### config.mk
export PLATFORM = sky130hd
export DESIGN_NAME = snap_trig_ctrl
export DESIGN_NICKNAME = d
export VERILOG_FILES = /design/src/rtl/snap_trig_ctrl.sv
export SDC_FILE = /design/constraint.sdc
export NUM_CORES = 1
export LEC_CHECK = 0
export ABC_AREA = 1
export BUFFER_PORTS_ARGS = -buffer_cell sky130_fd_sc_hd__buf_2
export CELL_PAD_IN_SITES_DETAIL_PLACEMENT = 1
export CELL_PAD_IN_SITES_GLOBAL_PLACEMENT = 1
export CORE_MARGIN = 5
export CORE_UTILIZATION = 23
export CTS_CLUSTER_SIZE = 30
export DETAILED_ROUTE_END_ITERATION = 16
export PLACE_DENSITY = 0.78
export SLEW_MARGIN = 15
export SYNTH_ARGS = -nofsm -noshare
export SYNTH_HDL_FRONTEND = slang
export SYNTH_SLANG_ARGS = --single-unit
### constraint.sdc
create_clock -name user_clk -period 1.53 [get_ports user_clk]
set_clock_uncertainty 0.05 [all_clocks]
set_input_delay 0.2295 -clock user_clk [delete_from_list [all_inputs] [get_ports user_clk]]
set_output_delay 0.2295 -clock user_clk [all_outputs]
set_load 0.01 [all_outputs]
### src/rtl/snap_trig_ctrl.sv
// Capture sequencer for a snapshot BRAM: decodes the snap_trig control word into
// arm / trigger / abort / gating controls and writes exactly LENGTH samples.
module snap_trig_ctrl #(
    parameter int ADDR_W = 10,
    parameter int LENGTH = 1024
) (
    input  logic              user_clk,
    input  logic              user_rst,
    input  logic [31:0]       ctrl_word,
    input  logic              ext_trig,
    input  logic              din_valid,
    output logic              bram_we,
    output logic [ADDR_W-1:0] bram_addr,
    output logic [31:0]       status,
    output logic              done_pulse
);

    localparam logic [1:0] ST_IDLE    = 2'd0;
    localparam logic [1:0] ST_ARMED   = 2'd1;
    localparam logic [1:0] ST_CAPTURE = 2'd2;
    localparam logic [1:0] ST_DONE    = 2'd3;

    // count is one bit wider than the address so it can report LENGTH = 2^ADDR_W
    localparam logic [ADDR_W:0] COUNT_ZERO = {(ADDR_W+1){1'b0}};
    localparam logic [ADDR_W:0] COUNT_ONE  = (ADDR_W+1)'(1);
    localparam logic [ADDR_W:0] LAST_COUNT = (ADDR_W+1)'(LENGTH - 1);

    logic [1:0]      state_r;
    logic [1:0]      state_nxt_s;
    logic [ADDR_W:0] count_r;
    logic [ADDR_W:0] count_nxt_s;
    logic            arm_q_r;
    logic            done_pulse_r;

    logic            arm_s;
    logic            trig_sel_s;
    logic            abort_s;
    logic            gate_en_s;
    logic            arm_edge_s;
    logic            bram_we_s;
    logic            last_write_s;
    logic            ctrl_unused_s;
    logic [31:0]     status_s;

    assign arm_s         = ctrl_word[0];
    assign trig_sel_s    = ctrl_word[1];
    assign abort_s       = ctrl_word[2];
    assign gate_en_s     = ctrl_word[3];
    assign ctrl_unused_s = ^ctrl_word[31:4];

    assign arm_edge_s    = arm_s & ~arm_q_r;

    // Write enable: only in CAPTURE, gated by din_valid if requested, killed by abort
    always_comb begin
        bram_we_s = 1'b0;
        if ((state_r == ST_CAPTURE) && !abort_s) begin
            if (gate_en_s) begin
                bram_we_s = din_valid;
            end else begin
                bram_we_s = 1'b1;
            end
        end else begin
            bram_we_s = 1'b0;
        end
    end

    assign last_write_s = bram_we_s && (count_r == LAST_COUNT);

    // Next-state and sample-count logic; abort overrides everything, including arm edges
    always_comb begin
        state_nxt_s = state_r;
        count_nxt_s = count_r;
        if (abort_s) begin
            state_nxt_s = ST_IDLE;
            count_nxt_s = COUNT_ZERO;
        end else begin
            case (state_r)
                ST_IDLE: begin
                    if (arm_edge_s) begin
                        state_nxt_s = ST_ARMED;
                        count_nxt_s = COUNT_ZERO;
                    end else begin
                        state_nxt_s = ST_IDLE;
                    end
                end
                ST_ARMED: begin
                    if (!trig_sel_s || ext_trig) begin
                        state_nxt_s = ST_CAPTURE;
                    end else begin
                        state_nxt_s = ST_ARMED;
                    end
                end
                ST_CAPTURE: begin
                    if (bram_we_s) begin
                        count_nxt_s = count_r + COUNT_ONE;
                    end else begin
                        count_nxt_s = count_r;
                    end
                    if (last_write_s) begin
                        state_nxt_s = ST_DONE;
                    end else begin
                        state_nxt_s = ST_CAPTURE;
                    end
                end
                ST_DONE: begin
                    if (arm_edge_s) begin
                        state_nxt_s = ST_ARMED;
                        count_nxt_s = COUNT_ZERO;
                    end else begin
                        state_nxt_s = ST_DONE;
                    end
                end
                default: begin
                    state_nxt_s = ST_IDLE;
                    count_nxt_s = COUNT_ZERO;
                end
            endcase
        end
    end

    // State, count, arm history and completion pulse registers
    always_ff @(posedge user_clk) begin
        if (user_rst) begin
            state_r      <= ST_IDLE;
            count_r      <= COUNT_ZERO;
            arm_q_r      <= 1'b0;
            done_pulse_r <= 1'b0;
        end else begin
            state_r      <= state_nxt_s;
            count_r      <= count_nxt_s;
            arm_q_r      <= arm_s;
            done_pulse_r <= last_write_s;
        end
    end

    // Status word: state flags in the top bits, zero-extended sample count at the bottom
    always_comb begin
        status_s             = 32'd0;
        status_s[31]         = (state_r == ST_DONE);
        status_s[30]         = (state_r == ST_CAPTURE);
        status_s[29]         = (state_r == ST_ARMED);
        status_s[ADDR_W:0]   = count_r;
    end

    assign bram_we    = bram_we_s;
    assign bram_addr  = count_r[ADDR_W-1:0];
    assign status     = status_s;
    assign done_pulse = done_pulse_r;

endmodule

Word level (Yosys, flattened, before mapping)
Index checks and enable logic that the tools add are counted.

Input bits: 36. Word-level logic and storage cells: 33. Output and inout bits: 44. Register bits after elaboration: 15.

Reduce and logical (&&, ||, !) cells: 10. Mux-type cells: 10. Add/sub/neg operators: 1. Bitwise operators: 2. Eq/ne operators: 6.

Operators by type and width (count): $mux W11 (2); $pmux W11 S2 (1); $add A11 B1 Y11 const B (1); $eq A11 B10 Y1 const B (1); $pmux W2 S4 (1); $eq A2 B2 Y1 const B (2); $mux W1 (4); $mux W2 (2); $ne A2 B1 Y1 const B (2); $reduce_or A2 Y1 (2); $reduce_and A3 Y1 (1); $eq A2 B1 Y1 const B (1); $logic_and A1 B1 Y1 (2); $logic_not A1 Y1 (2); $logic_not A2 Y1 (1); $reduce_bool A2 Y1 (1); $and A1 B1 Y1 (1); $logic_or A1 B1 Y1 (1); $not A1 Y1 (1).

Logic depth before layout (Yosys ltp)
Word-level depth: 6. Gate-level depth with buffers: 11. Depth with buffers taken out: 11.

Least setup slack after synthesis
Ideal clock, no wire load.

Path type: flip-flop to flip-flop. Start: reg state_r[0]. End: reg count_r[9]. Period minus slack after synthesis: 1.484 ns. Path slack: 0.046 ns. Path buffers: 0. Required time: 1.365 ns. Setup time: 0.115 ns. Data arrival time: 1.319 ns. Cell stages (with the launch flop): 12. Cell sequence: dfxtp_1 inv_1 ha_1 inv_1 nor2_2 nand2_2 nand2_2 nand3_1 nand2_2 inv_4 nand2_1 nor2_1.

Longest elaborated chain between the ends: 5. Elaborated cells between the ends (all ways): 11. Those cells by class: eq/ne: 4; mux: 2; reduce/logical: 5.

RTL lines: start, declared (RTL line 28) `logic [1:0] state_r;`; start signal, assigned (RTL line 129) `state_r <= state_nxt_s;`; $eq A2 B2 Y1 (*); named net status[30] (RTL line 14) `output logic [31:0] status,`; $logic_and A1 B1 Y1 (RTL line 56) `if ((state_r == ST_CAPTURE) && !abort_s) begin`; $mux W1 (RTL line 56); $ne A2 B1 Y1 (no source line); $reduce_and A3 Y1 (no source line); end signal, assigned (RTL line 130) `count_r <= count_nxt_s;`; end, declared (RTL line 30) `logic [ADDR_W:0] count_r;`.

The timed path passes the listed nets; every way through them passes the cells marked *. A chain may end at the register's enable or synchronous reset.

Final worst setup path
Start: reg state_r[1]. End: reg count_r[4].

Longest elaborated chain between the ends: 5. Elaborated cells between the ends (all ways): 11. Those cells by class: eq/ne: 4; mux: 2; reduce/logical: 5.

RTL lines (RTL line): $eq A2 B2 Y1 (56, 77); $logic_and A1 B1 Y1 (56); $mux W1 (56); $ne A2 B1 Y1 (no source line); $reduce_and A3 Y1 (no source line).

Several ways; a longest one is shown, not always the timed one.

==> results.json <==
{
  "status": "complete, no violations",
  "clk_pin_slew_ns": 0.06,
  "startpoint": "state_r[1]",
  "syn_avg_cell_area_sq_um": 6.81,
  "vdd_drop_max_mv": 0.240,
  "multi_input_area_sq_um": 644,
  "p_total_w": 0.000881,
  "crit_fanout": 5,
  "ys_seq_area_share_pct": 27.6,
  "timing.rr.start": "state_r[1]",
  "synth-seq-cells": 15,
  "grt_max_degree": 9,
  "ys_types": 22,
  "final_layout_size_suffix_gt1_share_pct": 37.4,
  "ant_nets": 0,
  "utilization_pct": 30.2,
  "wl_microns": 2870,
  "antennaDiodeCount": 0,
  "cts_tree": "built",
  "maxCapViolCount": 0,
  "synth-simple-area-share_pct": 31.2,
  "ios": 80,
  "r2r_cells": 9,
  "final_max_slew_viol_count": 0,
  "crit_chain": "inv_4, ha_4, inv_4, a21oi_4, buf_12, nand2_8, o21bai_1, inv_1, nor2_1",
  "hpwl_microns": 2150,
  "placed_area_sq_um": 1230,
  "p_leak_nw": 0.711,
  "setup_viol": 0,
  "h-tree-depth": 1,
  "clockBufferDepth": 2,
  "overflow": 0,
  "drt_iter0_markers": 27,
  "track_usage_pct": 9.26,
  "cts_buffers": 3,
  "routedWlPerCell_microns": 11.5,
  "layout_common_cells": "buf_2, nand2_1, nor2_1",
  "grt_setup_unrepaired": "true",
  "antenna_found_initial": 0,
  "rr_endpoint": "count_r[4]",
  "drc_errors": 0,
  "grt_pass1_vias": 1079,
  "yosys_warnings": 0,
  "cp-start-kind": "flip-flop",
  "worst_hold_slack_ns": 0.107,
  "synthMuxAreaShare_pct": 0,
  "die_w_microns": 78.8,
  "syn_area_sq_um": 1090,
  "finalCritPeriodShare_pct": 96.4,
  "cellPowerDensity_nw_per_um2": 625,
  "endpoint": "count_r[4]",
  "critical-path-max-stage-delay_ns": 0.38,
  "cts_num_sinks": 15,
  "synth_top_family_by_area": "simple AND/OR/NAND/NOR gates",
  "slowest_stage": "dfxtp_4",
  "start_util_pct": 23.4,
  "path_class": "reg2reg",
  "min_period_ns": 1.47,
  "worst_ep_arrival_time_ns": 1.62,
  "cts-root-buf": "clkbuf_8",
  "core.rowCount": 25,
  "r2r_slack_ns": 0.06,
  "syn_to_final_growth_pct": 29.3,
  "core-area_sq_um": 4660,
  "synth_xor_area_share_pct": 0.804,
  "port_buffers": 33,
  "required_ns": 1.67,
  "first_pass_iters": 3,
  "vias": 1009,
  "worstHoldPathType": "in2reg",
  "dieArea_sq_um": 6210,
  "clock.fmax_mhz": 678,
  "synthAdderAreaFrac_pct": 5.74,
  "die_h_microns": 78.8,
  "worst_path_most_repeated_cell": "inv_4",
  "grt_pass1_wl_microns": 4570,
  "place_congestion": 0.800,
  "hold_viol": 0,
  "nNetsFinal": 237,
  "insertion_delay_ns": 0.25,
  "cp-end-kind": "flip-flop",
  "area.sequential_sq_um": 305,
  "synth_compound_area_share_pct": 6.89,
  "layout_commonest_cell": "buf_2",
  "design_area_sq_um": 1410,
  "fillCellCount": 605,
  "viasPerCell": 4.05,
  "syn_inst": 160
}
==> logic make-up after synthesis <==
kind of cell             Yosys count
AO/OA/AOI/OAI                     11
XOR/XNOR                           1
adder cells (fa/ha/maj)            5
buffers and inverters             51
flip-flops                        15
other                              1
AND/OR/NAND/NOR                   76
==> critical path, delay by kind of cell (launching register included) <==
family                     cells  cell delay [ns]
and+or+nand+nor                2             0.13
AOI/OAI and AO/OA              2             0.30
adders and majority gates      1             0.27
DFF                            1             0.38
buffers and inverters          4             0.29
==> cell usage after synthesis <==
library cell | number | area, sq um
xor2_1 | 1 | 8.76
nor2_1 | 24 | 90.1
inv_1 | 22 | 82.6
nor3_1 | 3 | 15.0
a31oi_1 | 1 | 6.26
nand2_2 | 4 | 25.0
buf_4 | 28 | 210
conb_1 | 1 | 3.75
nand2_4 | 1 | 11.3
a21boi_0 | 1 | 7.51
nand2_1 | 29 | 109
a21oi_4 | 1 | 16.3
nor2_2 | 1 | 6.26
o21ai_0 | 1 | 5.00
nand3b_1 | 3 | 22.5
nand3_1 | 10 | 50.1
dfxtp_1 | 15 | 300
a21oi_1 | 5 | 25.0
nor2_4 | 1 | 11.3
o21bai_1 | 2 | 15.0
inv_4 | 1 | 6.26
ha_1 | 5 | 62.6
==> worst min path at each step <==
stage,start,end,slack [ns],cells past startpoint
final,user_rst,arm_q_r,0.11,2
after global routing,user_rst,arm_q_r,0.10,2
after CTS,user_rst,arm_q_r,0.10,2
after detailed placement,user_rst,arm_q_r,0.37,2
after global placement,user_rst,arm_q_r,0.37,2
after floorplan,user_rst,arm_q_r,0.25,1
==> sequential cells by signal (all words and copies together) (netlist names) <==
name,cells
state_r,2
arm_q_r,1
done_pulse,1
count_r,11
==> through the flow <==
step                TNS, ns  setup WS [ns]  cells
global route         -0.274        -0.0504    249
finish                    0         0.0550    249
global placement    -0.0191       -0.00921    242
CTS                       0       0.000145    247
floorplan                 0         0.0456    177
detailed placement   -0.305        -0.0673    242
==> per-layer routing <==
layer	wire length, microns	track usage (%)	vias up
met5	0	0	-
met4	24	3.09	0
met3	194	3.17	2
met2	1440	17.0	36
met1	1210	9.87	457
li1	-	-	514
==> cell type report <==
class,count,share of cell area (%)
Multi-Input combinational cell,112,45.7
Tap cell,54,4.80
Timing Repair Buffer,41,17.8
Sequential cell,15,21.7
Clock buffer,4,3.20
Inverter,23,6.84
==> power by group <==
group	internal, W	switching [W]	leakage (nW)	total (W)
combinational	0.0000565	0.0000969	0.566	0.000153
sequential	0.000394	0.00000285	0.123	0.000397
clock	0.000185	0.000145	0.0228	0.000330
==> repair_timing <==
| item | CTS | global route |
|---|---|---|
| gates cloned | 1 | 0 |
| hold buffers | 0 | 0 |
| endpoints found under the setup margin | 12 | 13 |
| setup buffers | 0 | 2 |
| resized for setup | 4 | 24 |
| pin swaps | 3 | 12 |
No activity file was read; power rests on OpenSTA's default activity.
